--- src/rtl/aud_pkg.sv ---
// Shared audio definitions used by the player and the recorder.
//   aud_state_e : top-level transport state (idle / play / pause)
//   AUD_DATA_W  : sample width in bits
//   AUD_ADDR_W  : SRAM word-address width
package aud_pkg;

    localparam int AUD_DATA_W = 16;
    localparam int AUD_ADDR_W = 20;

    typedef enum logic [1:0] {
        S_IDLE,
        S_PLAY,
        S_PAUSE
    } aud_state_e;

endpackage

--- src/rtl/aud_player_if.sv ---
// SRAM read port between the audio player (master) and the SRAM (slave).
//   address   : word address driven by the player
//   sram_data : asynchronous read data for address
interface aud_player_if
    import aud_pkg::*;
#(
    parameter int ADDR_W = AUD_ADDR_W,
    parameter int DATA_W = AUD_DATA_W
);

    logic [ADDR_W-1:0] address;
    logic [DATA_W-1:0] sram_data;

    modport master (output address, input sram_data);
    modport slave  (input address, output sram_data);

endinterface

--- src/rtl/aud_dac_serializer.sv ---
// Parallel-to-serial shifter feeding the codec DAC data line.
//   i_clk    : BCLK
//   i_rst    : synchronous active-high reset
//   i_clr    : synchronous clear (discard the in-flight sample)
//   i_load   : capture i_data and start a DATA_W-bit burst
//   i_data   : sample to serialize, MSB first
//   o_dacdat : registered serial bit; 0 when no burst is in progress
module aud_dac_serializer
    import aud_pkg::*;
#(
    parameter int DATA_W = AUD_DATA_W
) (
    input  logic              i_clk,
    input  logic              i_rst,
    input  logic              i_clr,
    input  logic              i_load,
    input  logic [DATA_W-1:0] i_data,
    output logic              o_dacdat
);

    localparam int CNT_W = $clog2(DATA_W + 1);

    logic [DATA_W-1:0] shift_r;
    logic [CNT_W-1:0]  cnt_r;

    // The MSB leaves on the edge after the load, so the load cycle itself
    // drives 0 onto the line.
    always_ff @(posedge i_clk) begin
        if (i_rst || i_clr) begin
            shift_r  <= '0;
            cnt_r    <= '0;
            o_dacdat <= 1'b0;
        end else if (i_load) begin
            shift_r  <= i_data;
            cnt_r    <= CNT_W'(DATA_W);
            o_dacdat <= 1'b0;
        end else if (cnt_r != '0) begin
            o_dacdat <= shift_r[DATA_W-1];
            shift_r  <= {shift_r[DATA_W-2:0], 1'b0};
            cnt_r    <= cnt_r - CNT_W'(1);
        end else begin
            o_dacdat <= 1'b0;
        end
    end

endmodule

--- src/rtl/aud_player.sv ---
// Audio playback engine: reads samples from SRAM addresses 0..i_end_addr
// and streams them MSB-first onto AUD_DACDAT, one sample per DACLRCK frame.
//   i_clk      : AUD_BCLK
//   i_rst      : synchronous active-high reset
//   i_lrc      : AUD_DACLRCK; a rising edge starts each frame
//   i_start    : level; start from idle or resume from pause
//   i_pause    : rising edge toggles play/pause
//   i_stop     : level; abort to idle
//   i_end_addr : last address to play
//   sram       : SRAM read port (address out, asynchronous data in)
//   o_dacdat   : serial DAC data
//   o_playing  : high while playing
//   o_done     : one-cycle pulse when the last sample's frame ends
module aud_player
    import aud_pkg::*;
#(
    parameter int ADDR_W = AUD_ADDR_W,
    parameter int DATA_W = AUD_DATA_W
) (
    input  logic              i_clk,
    input  logic              i_rst,
    input  logic              i_lrc,
    input  logic              i_start,
    input  logic              i_pause,
    input  logic              i_stop,
    input  logic [ADDR_W-1:0] i_end_addr,
    aud_player_if.master      sram,
    output logic              o_dacdat,
    output logic              o_playing,
    output logic              o_done
);

    aud_state_e        state_r;
    logic [ADDR_W-1:0] addr_r;
    logic              last_r;
    logic              lrc_r;
    logic              pause_r;

    logic lrc_rise;
    logic pause_rise;
    logic play_exit;
    logic ser_clr;
    logic ser_load;

    assign sram.address = addr_r;

    always_comb begin
        lrc_rise   = ~lrc_r & i_lrc;
        pause_rise = ~pause_r & i_pause;
        // Any way out of PLAY this cycle: stop, end of last frame, or pause.
        play_exit  = i_stop || (lrc_rise && last_r) || pause_rise;
        ser_clr    = (state_r != S_PLAY) || play_exit;
        ser_load   = (state_r == S_PLAY) && lrc_rise && !play_exit;
    end

    always_ff @(posedge i_clk) begin
        if (i_rst) begin
            state_r   <= S_IDLE;
            addr_r    <= '0;
            last_r    <= 1'b0;
            lrc_r     <= 1'b0;
            pause_r   <= 1'b0;
            o_playing <= 1'b0;
            o_done    <= 1'b0;
        end else begin
            lrc_r   <= i_lrc;
            pause_r <= i_pause;
            o_done  <= 1'b0;
            case (state_r)
                S_IDLE: begin
                    addr_r <= '0;
                    last_r <= 1'b0;
                    if (i_start) begin
                        state_r   <= S_PLAY;
                        o_playing <= 1'b1;
                    end
                end
                S_PLAY: begin
                    if (i_stop || (lrc_rise && last_r)) begin
                        state_r   <= S_IDLE;
                        addr_r    <= '0;
                        last_r    <= 1'b0;
                        o_playing <= 1'b0;
                        o_done    <= ~i_stop;
                    end else if (pause_rise) begin
                        state_r   <= S_PAUSE;
                        o_playing <= 1'b0;
                    end else if (lrc_rise) begin
                        // The last flag, not wrap-around, ends playback, so
                        // an end address at the top of the range is safe.
                        if (addr_r == i_end_addr) begin
                            last_r <= 1'b1;
                        end else begin
                            addr_r <= addr_r + ADDR_W'(1);
                        end
                    end
                end
                S_PAUSE: begin
                    if (i_stop) begin
                        state_r <= S_IDLE;
                        addr_r  <= '0;
                        last_r  <= 1'b0;
                    end else if (pause_rise || i_start) begin
                        state_r   <= S_PLAY;
                        o_playing <= 1'b1;
                    end
                end
                default: begin
                    state_r   <= S_IDLE;
                    addr_r    <= '0;
                    last_r    <= 1'b0;
                    o_playing <= 1'b0;
                end
            endcase
        end
    end

    aud_dac_serializer #(
        .DATA_W (DATA_W)
    ) u_ser (
        .i_clk    (i_clk),
        .i_rst    (i_rst),
        .i_clr    (ser_clr),
        .i_load   (ser_load),
        .i_data   (sram.sram_data),
        .o_dacdat (o_dacdat)
    );

endmodule
--- src/flat_wrapper.sv ---
// flat-port wrapper written by rule: the top's interface ports become plain ports
module aud_player_flat import aud_pkg::*;
#(
    parameter int ADDR_W = AUD_ADDR_W,
    parameter int DATA_W = AUD_DATA_W
)
  (i_clk, i_rst, i_lrc, i_start, i_pause, i_stop, i_end_addr, o_dacdat, o_playing, o_done, sram_address, sram_sram_data);
  aud_player_if #(.ADDR_W(ADDR_W), .DATA_W(DATA_W)) sram_i ();
  input  logic i_clk;
  input  logic i_rst;
  input  logic i_lrc;
  input  logic i_start;
  input  logic i_pause;
  input  logic i_stop;
  input  logic [ADDR_W-1:0] i_end_addr;
  output logic o_dacdat;
  output logic o_playing;
  output logic o_done;
  output wire logic [$bits(sram_i.address)-1:0] sram_address;
  input wire logic [$bits(sram_i.sram_data)-1:0] sram_sram_data;
  assign sram_address = sram_i.address;
  assign sram_i.sram_data = sram_sram_data;
  aud_player #(.ADDR_W(ADDR_W), .DATA_W(DATA_W)) u_core (.i_clk(i_clk), .i_rst(i_rst), .i_lrc(i_lrc), .i_start(i_start), .i_pause(i_pause), .i_stop(i_stop), .i_end_addr(i_end_addr), .sram(sram_i), .o_dacdat(o_dacdat), .o_playing(o_playing), .o_done(o_done));
endmodule
--- config.mk ---
export PLATFORM = sky130hd
export DESIGN_NAME = aud_player_flat
export DESIGN_NICKNAME = d
export VERILOG_FILES = /design/src/rtl/aud_pkg.sv /design/src/rtl/aud_player_if.sv /design/src/rtl/aud_dac_serializer.sv /design/src/rtl/aud_player.sv /design/src/flat_wrapper.sv
export SDC_FILE = /design/constraint.sdc
export NUM_CORES = 1
export LEC_CHECK = 0
export CORE_ASPECT_RATIO = 0.7
export CORE_MARGIN = 2
export CORE_UTILIZATION = 44
export DETAILED_ROUTE_END_ITERATION = 7
export PLACE_DENSITY = 0.76
export SETUP_SLACK_MARGIN = 0.05
export SYNTH_ARGS = -nofsm -noshare
export SYNTH_HDL_FRONTEND = slang
export SYNTH_SLANG_ARGS = --single-unit
--- constraint.sdc ---
create_clock -name i_clk -period 1.9 [get_ports i_clk]
set_clock_uncertainty 0.05 [all_clocks]
set_input_delay 0.38 -clock i_clk [delete_from_list [all_inputs] [get_ports i_clk]]
set_output_delay 0.38 -clock i_clk [all_outputs]
set_load 0.01 [all_outputs]
**Word level (Yosys, flattened, before mapping)**

Index checks and enable logic that the tools add are counted.

- Register bits after elaboration: 49
- Bits in latches: 0
- Memory bits (writable): 0
- Bits in read-only memories: 0
- Input port bits: 42
- Output and inout bits: 23
- Word-level logic and storage cells: 82
- Memories kept: 0

- Add/sub/neg operators: 2
- $mul: 0
- Divide/modulo/power cells: 0
- $lt $le $gt $ge: 0
- Eq/ne operators: 14
- Shift operators: 0
- Muxes and demuxes: 28
- Bitwise logic cells: 8
- Reduce and logical (&&, ||, !) cells: 19

Operators by type and width:

| cell | count |
|---|---|
| two-way mux 20 bit | 5 |
| one-hot mux 20 bit (2 select lines) | 1 |
| two-way mux 16 bit | 2 |
| adder 20 x 1 -> 20 bit (second input constant) | 1 |
| equality test 20 bit | 1 |
| AND reduction 4 bit | 3 |
| two-way mux 1 bit | 10 |
| two-way mux 2 bit | 5 |
| two-way mux 5 bit | 2 |
| inequality test 3 x 2 -> 1 bit (second input constant) | 3 |
| inequality test 3 bit (second input constant) | 3 |
| inequality test 2 bit (second input constant) | 3 |
| NOT 1 bit | 6 |
| one-hot mux 2 bit (3 select lines) | 1 |
| OR reduction 3 bit | 2 |
| logical OR 1 bit | 5 |
| nonzero test 5 bit | 1 |
| subtractor 5 x 1 -> 5 bit (second input constant) | 1 |
| inequality test 2 x 1 -> 1 bit (second input constant) | 2 |
| logical AND 1 bit | 3 |
| one-hot mux 1 bit (3 select lines) | 1 |
| AND reduction 3 bit | 1 |
| bitwise AND 1 bit | 2 |
| equality test 2 x 1 -> 1 bit (second input constant) | 1 |
| other kinds (6) | 6 |

**Longest topological paths before layout**

- Word-level depth: 8
- Depth in mapped cells: 9
- Mapped depth without buffers: 7

**By module**

From an unflattened synthesis, not the netlist that was laid out.

- Cell total of the unflattened synthesis: 309
- Area total of the unflattened synthesis: 2572.5 µm²

Modules (own cells, without submodules):

| module | times used | cells each | area each (µm²) | seq. area each (µm²) |
|---|---|---|---|---|
| aud_player | 1 | 193 | 1589.0 | 540.5 |
| aud_dac_serializer | 1 | 116 | 983.4 | 440.4 |

**Worst setup path before layout**

OpenSTA, ideal clock, no wires.

- Path type: register to register
- Start point: reg u_core.u_ser.cnt_r[0]
- End point: reg u_core.u_ser.shift_r[15]
- Library setup time: 0.138 ns
- Arrival time: 1.791 ns
- Required time: 1.712 ns
- Path slack: -0.079 ns
- Stages on the path, launching flop included: 8
- Path buffers: 1
- Period minus slack after synthesis: 1.979 ns
- Cells stage by stage: dfxtp_1 -> inv_1 -> ha_1 -> or3b_2 -> nor2_1 -> buf_1 -> mux2i_1 -> a211oi_1

- Word-level cells in the longest chain between the ends: 2

RTL lines:

| item | RTL line | RTL |
|---|---|---|
| from (decl) | aud_dac_serializer.sv:24 | `logic [CNT_W-1:0] cnt_r;` |
| from (signal assigned) | aud_dac_serializer.sv:35 | `cnt_r <= CNT_W'(DATA_W);` |
| from (signal assigned) | aud_dac_serializer.sv:40 | `cnt_r <= cnt_r - CNT_W'(1);` |
| nonzero test 5 bit | aud_dac_serializer.sv:37 | `end else if (cnt_r != '0) begin` |
| nonzero test 2 bit (no line) | - |  |
| to (signal assigned) | aud_dac_serializer.sv:34 | `shift_r <= i_data;` |
| to (signal assigned) | aud_dac_serializer.sv:39 | `shift_r <= {shift_r[DATA_W-2:0], 1'b0};` |
| to (decl) | aud_dac_serializer.sv:23 | `logic [DATA_W-1:0] shift_r;` |

No other way between the ends.
A chain may end at the register's enable or synchronous reset.

**Worst setup path after layout**

- Start point: reg u_core.u_ser.cnt_r[1]
- End point: reg u_core.u_ser.shift_r[12]

The elaborated chain is that of the path after synthesis.

==> impl_metrics.csv <==
group,metric,value,unit
status,status,"finished with violations",
status,violations,"setup timing",
sta,tns,-0.373,ns
die,rows,23,
global_route,antenna_found_initial,0,
final_layout,area_growth,73.4,%
die,start_util,45.0,%
routing,ant_nets,0,
synthesis,synth_edf_count,0,
placed_design,io_buffers,64,
synthesis,netlist_top_cells_count,"dfxtp_1 (49), nor2_1 (31), xnor2_1 (25)",
routing,drc,0,
synthesis,yosysTopAreaCell,"dfxtp_1",
setup_path,end_kind,"flip-flop",
clocking,cts_buffers,5,
flow_run,drv_cap,0,
clocking,clock-sinks,49,
routing,wirelength,10700,um
power_and_ir_drop,leakage,1.74,nW
synthesis,syn_area,2550,um2
routing,vias_per_cell,6.21,
sta,whs,0.343,ns
routing,first_pass_iters,5,
synthesis,synth_seq_area_share,38.5,%
die,ios,65,
power_and_ir_drop,p_per_area,485,nW/um2
sta,finalCritPeriodShare,104,%
setup_path,crit_required,2.05,ns
global_route,grt_overflow,0,
synthesis,synth_cell_type_count,49,
placed_design,gp_congestion,0.919,
clocking,clock_latency,0.32,ns
setup_path,cp.arrival,2.12,ns
synthesis,synth_top_family_by_area,"simple AND/OR/NAND/NOR gates",
routing,vias,3187,
final_layout,num-fill-cells,329,
die,die_w,95.0,um
clocking,clkTransAtPathRegs,0.11,ns
setup_path,path_class,"flip-flop to flip-flop",
sta,finalCriticalPeriod,1.97,ns
global_route,grt_max_degree,32,
sta,rsz0062_at_grt,"yes",
clocking,cts_hold_buffers,0,
sta,timing.final.hold_violations,0,
clocking,root_buffer,"clkbuf_8",
sta,slew_headroom,76.7,%
sta,layout_setup_ws,-0.0718,ns
die,die_y,67.7,um
synthesis,postSynth.asyncResetShare,0,%
synthesis,synthAdderAreaFrac,0.981,%
synthesis,yosys.area_share.simple,23.5,%
synthesis,synth_area_leaders,"dfxtp_1 (38%), xnor2_1 (8.6%), mux2i_1 (5.9%), a211oi_1 (5.0%), nor2_1 (4.6%)",
synthesis,synth_compound_area_share,18.0,%
global_route,grt_pass1_vias,2847,
synthesis,synth_fp_nets,339,
final_layout,drive_gt1_share,40.9,%
sta,slew_viol_final,0,
global_route,grtUsageTotal,28.4,%
clocking,cts_tree,"built",
synthesis,synth_warnings,0,
synthesis,synth_xor_area_share,8.59,%
min_path,hold_start,"i_lrc",
setup_path,timing.critical_path.from,"u_core.u_ser.cnt_r[1]$_SDFFE_PP0P_",
clocking,ctsLongestPathBuffers,2,
synthesis,postSynthCellCount,295,
sta,worstMarginPinSlew,0.349,ns
setup_path,startpoint_type,"flip-flop",
sta,clock.fmax,0.507,GHz
placed_design,dp_hpwl,5830,um
die,core_area,5670,um2
final_layout,final_nets,481,
clocking,htree_levels,2,
sta,setup_viol,12,
synthesis,yosysTopAreaCellShare,38.5,%
final_layout,antenna_cells_inserted,0,
power_and_ir_drop,peakVddDrop,0.000600,V
setup_path,r2r_start,"u_core.u_ser.cnt_r[1]$_SDFFE_PP0P_",
die,die_area,6430,um2
global_route,grt_pass1_wl,13900,um
synthesis,synth_seq_cells,49,
synthesis,syn_area_per_cell,8.64,um2
routing,drtIter0Drc,405,
routing,wl_per_cell,20.8,um
synthesis,synthFlopType,"dfxtp_1",
setup_path,critPathMaxFanout,10,
synthesis,synth.most_common_cell,"dfxtp_1",
min_path,hold_class,"primary input to flip-flop",
synthesis,synthMuxAreaShare,5.89,%
-- report_power, final --
part	switching, mW	internal (mW)	total (mW)
combinational	0.141	0.169	0.310
clock	0.407	0.395	0.802
sequential	0.00436	1.03	1.03
total	0.552	1.59	2.14
-- cell families after synthesis --
| family | after synthesis |
|---|---|
| AND/OR/NAND/NOR | 116 |
| adder cells (fa/ha/maj) | 2 |
| flip-flops | 49 |
| buffers and inverters | 23 |
| AO/OA/AOI/OAI | 65 |
| XOR/XNOR | 25 |
| multiplexers | 15 |
-- placed cells by master, fill, tap and decap left out, types with 5 or more instances in the layout --
master / netlist / final
clkbuf_8: 0 / 5
a211oi_2: 0 / 5
a21o_4: 1 / 5
a21oi_1: 21 / 14
nand4_1: 9 / 9
nor3_1: 11 / 10
dfxtp_1: 49 / 27
nor2_2: 1 / 5
nor2_1: 31 / 24
clkdlybuf4s50_1: 0 / 37
dlygate4sd2_1: 0 / 22
nand3_1: 17 / 13
buf_4: 1 / 67
inv_1: 8 / 5
nand2_1: 15 / 15
xnor2_1: 25 / 21
buf_6: 3 / 10
dfxtp_2: 0 / 18
mux2i_1: 15 / 11
a21oi_2: 1 / 7
a211oi_1: 17 / 12
-- what timing repair did --
item                       CTS  global route
resized for setup           78            57
gates cloned                 4             1
setup endpoints to repair   43            47
pin swaps                   40            38
buffers inserted            14             9
-- worst max-delay path: stages (launching register included) --
cell and delay, ns:
dfxtp_2 0.35, inv_2 0.07, ha_4 0.14, or3b_4 0.39, nor2_4 0.23, buf_16 0.18
mux2i_1 0.29, a211oi_1 0.14
-- final cells by class --
class	count	area (um2)	area share [%]
flip-flops and latches	49	1020	23.0
clock inverters	3	46.3	1.05
multi-input cells	226	1790	40.5
well taps	75	93.8	2.12
inverters	8	32.5	0.736
clock buffers	5	68.8	1.56
repair buffers	147	1370	31.0
-- final timing paths --
check	cells past startpoint	slack [ns]	to
setup / recovery	7	-0.07	u_core.u_ser.shift_r[12]$_SDFFE_PP0P_
hold reg to reg	2	0.39	u_core.u_ser.o_dacdat$_SDFF_PP0_
setup reg to reg	7	-0.07	u_core.u_ser.shift_r[12]$_SDFFE_PP0P_
hold / removal	2	0.34	u_core.lrc_r$_SDFF_PP0_
-- per-layer routing --
layer / up-vias / wire [um] / global-route usage [%] / part of all wire [%]
met5: - / 0 / 0 / 0
li1: 1368 / - / - / -
met2: 239 / 4790 / 45.3 / 45
met1: 1514 / 4370 / 38.6 / 41
met4: 0 / 378 / 10.5 / 3.5
met3: 66 / 1150 / 5.36 / 11
-- sequential cells by signal, indices dropped and copies added, names as in the netlist, 2 cells and up --
signal                flops
u_core.state_r            2
u_core.sram.address      20
u_core.u_ser.cnt_r        5
u_core.u_ser.shift_r     16
-- through the flow --
stage                     power, mW  cell area (um2)  instances  utilization, %  worst slack (ns)
final                          2.14             4420        513            78.0           -0.0718
after global routing           2.19             4420        513            78.0            -0.104
after CTS                      2.09             4140        505            73.0           -0.0343
after detailed placement       1.31             3690        479            65.1            -0.610
after global placement         1.30             3690        479            65.1            -0.559
after floorplan                1.16             2560        295               -          -0.00119
(Power assumes the default switching activity.)
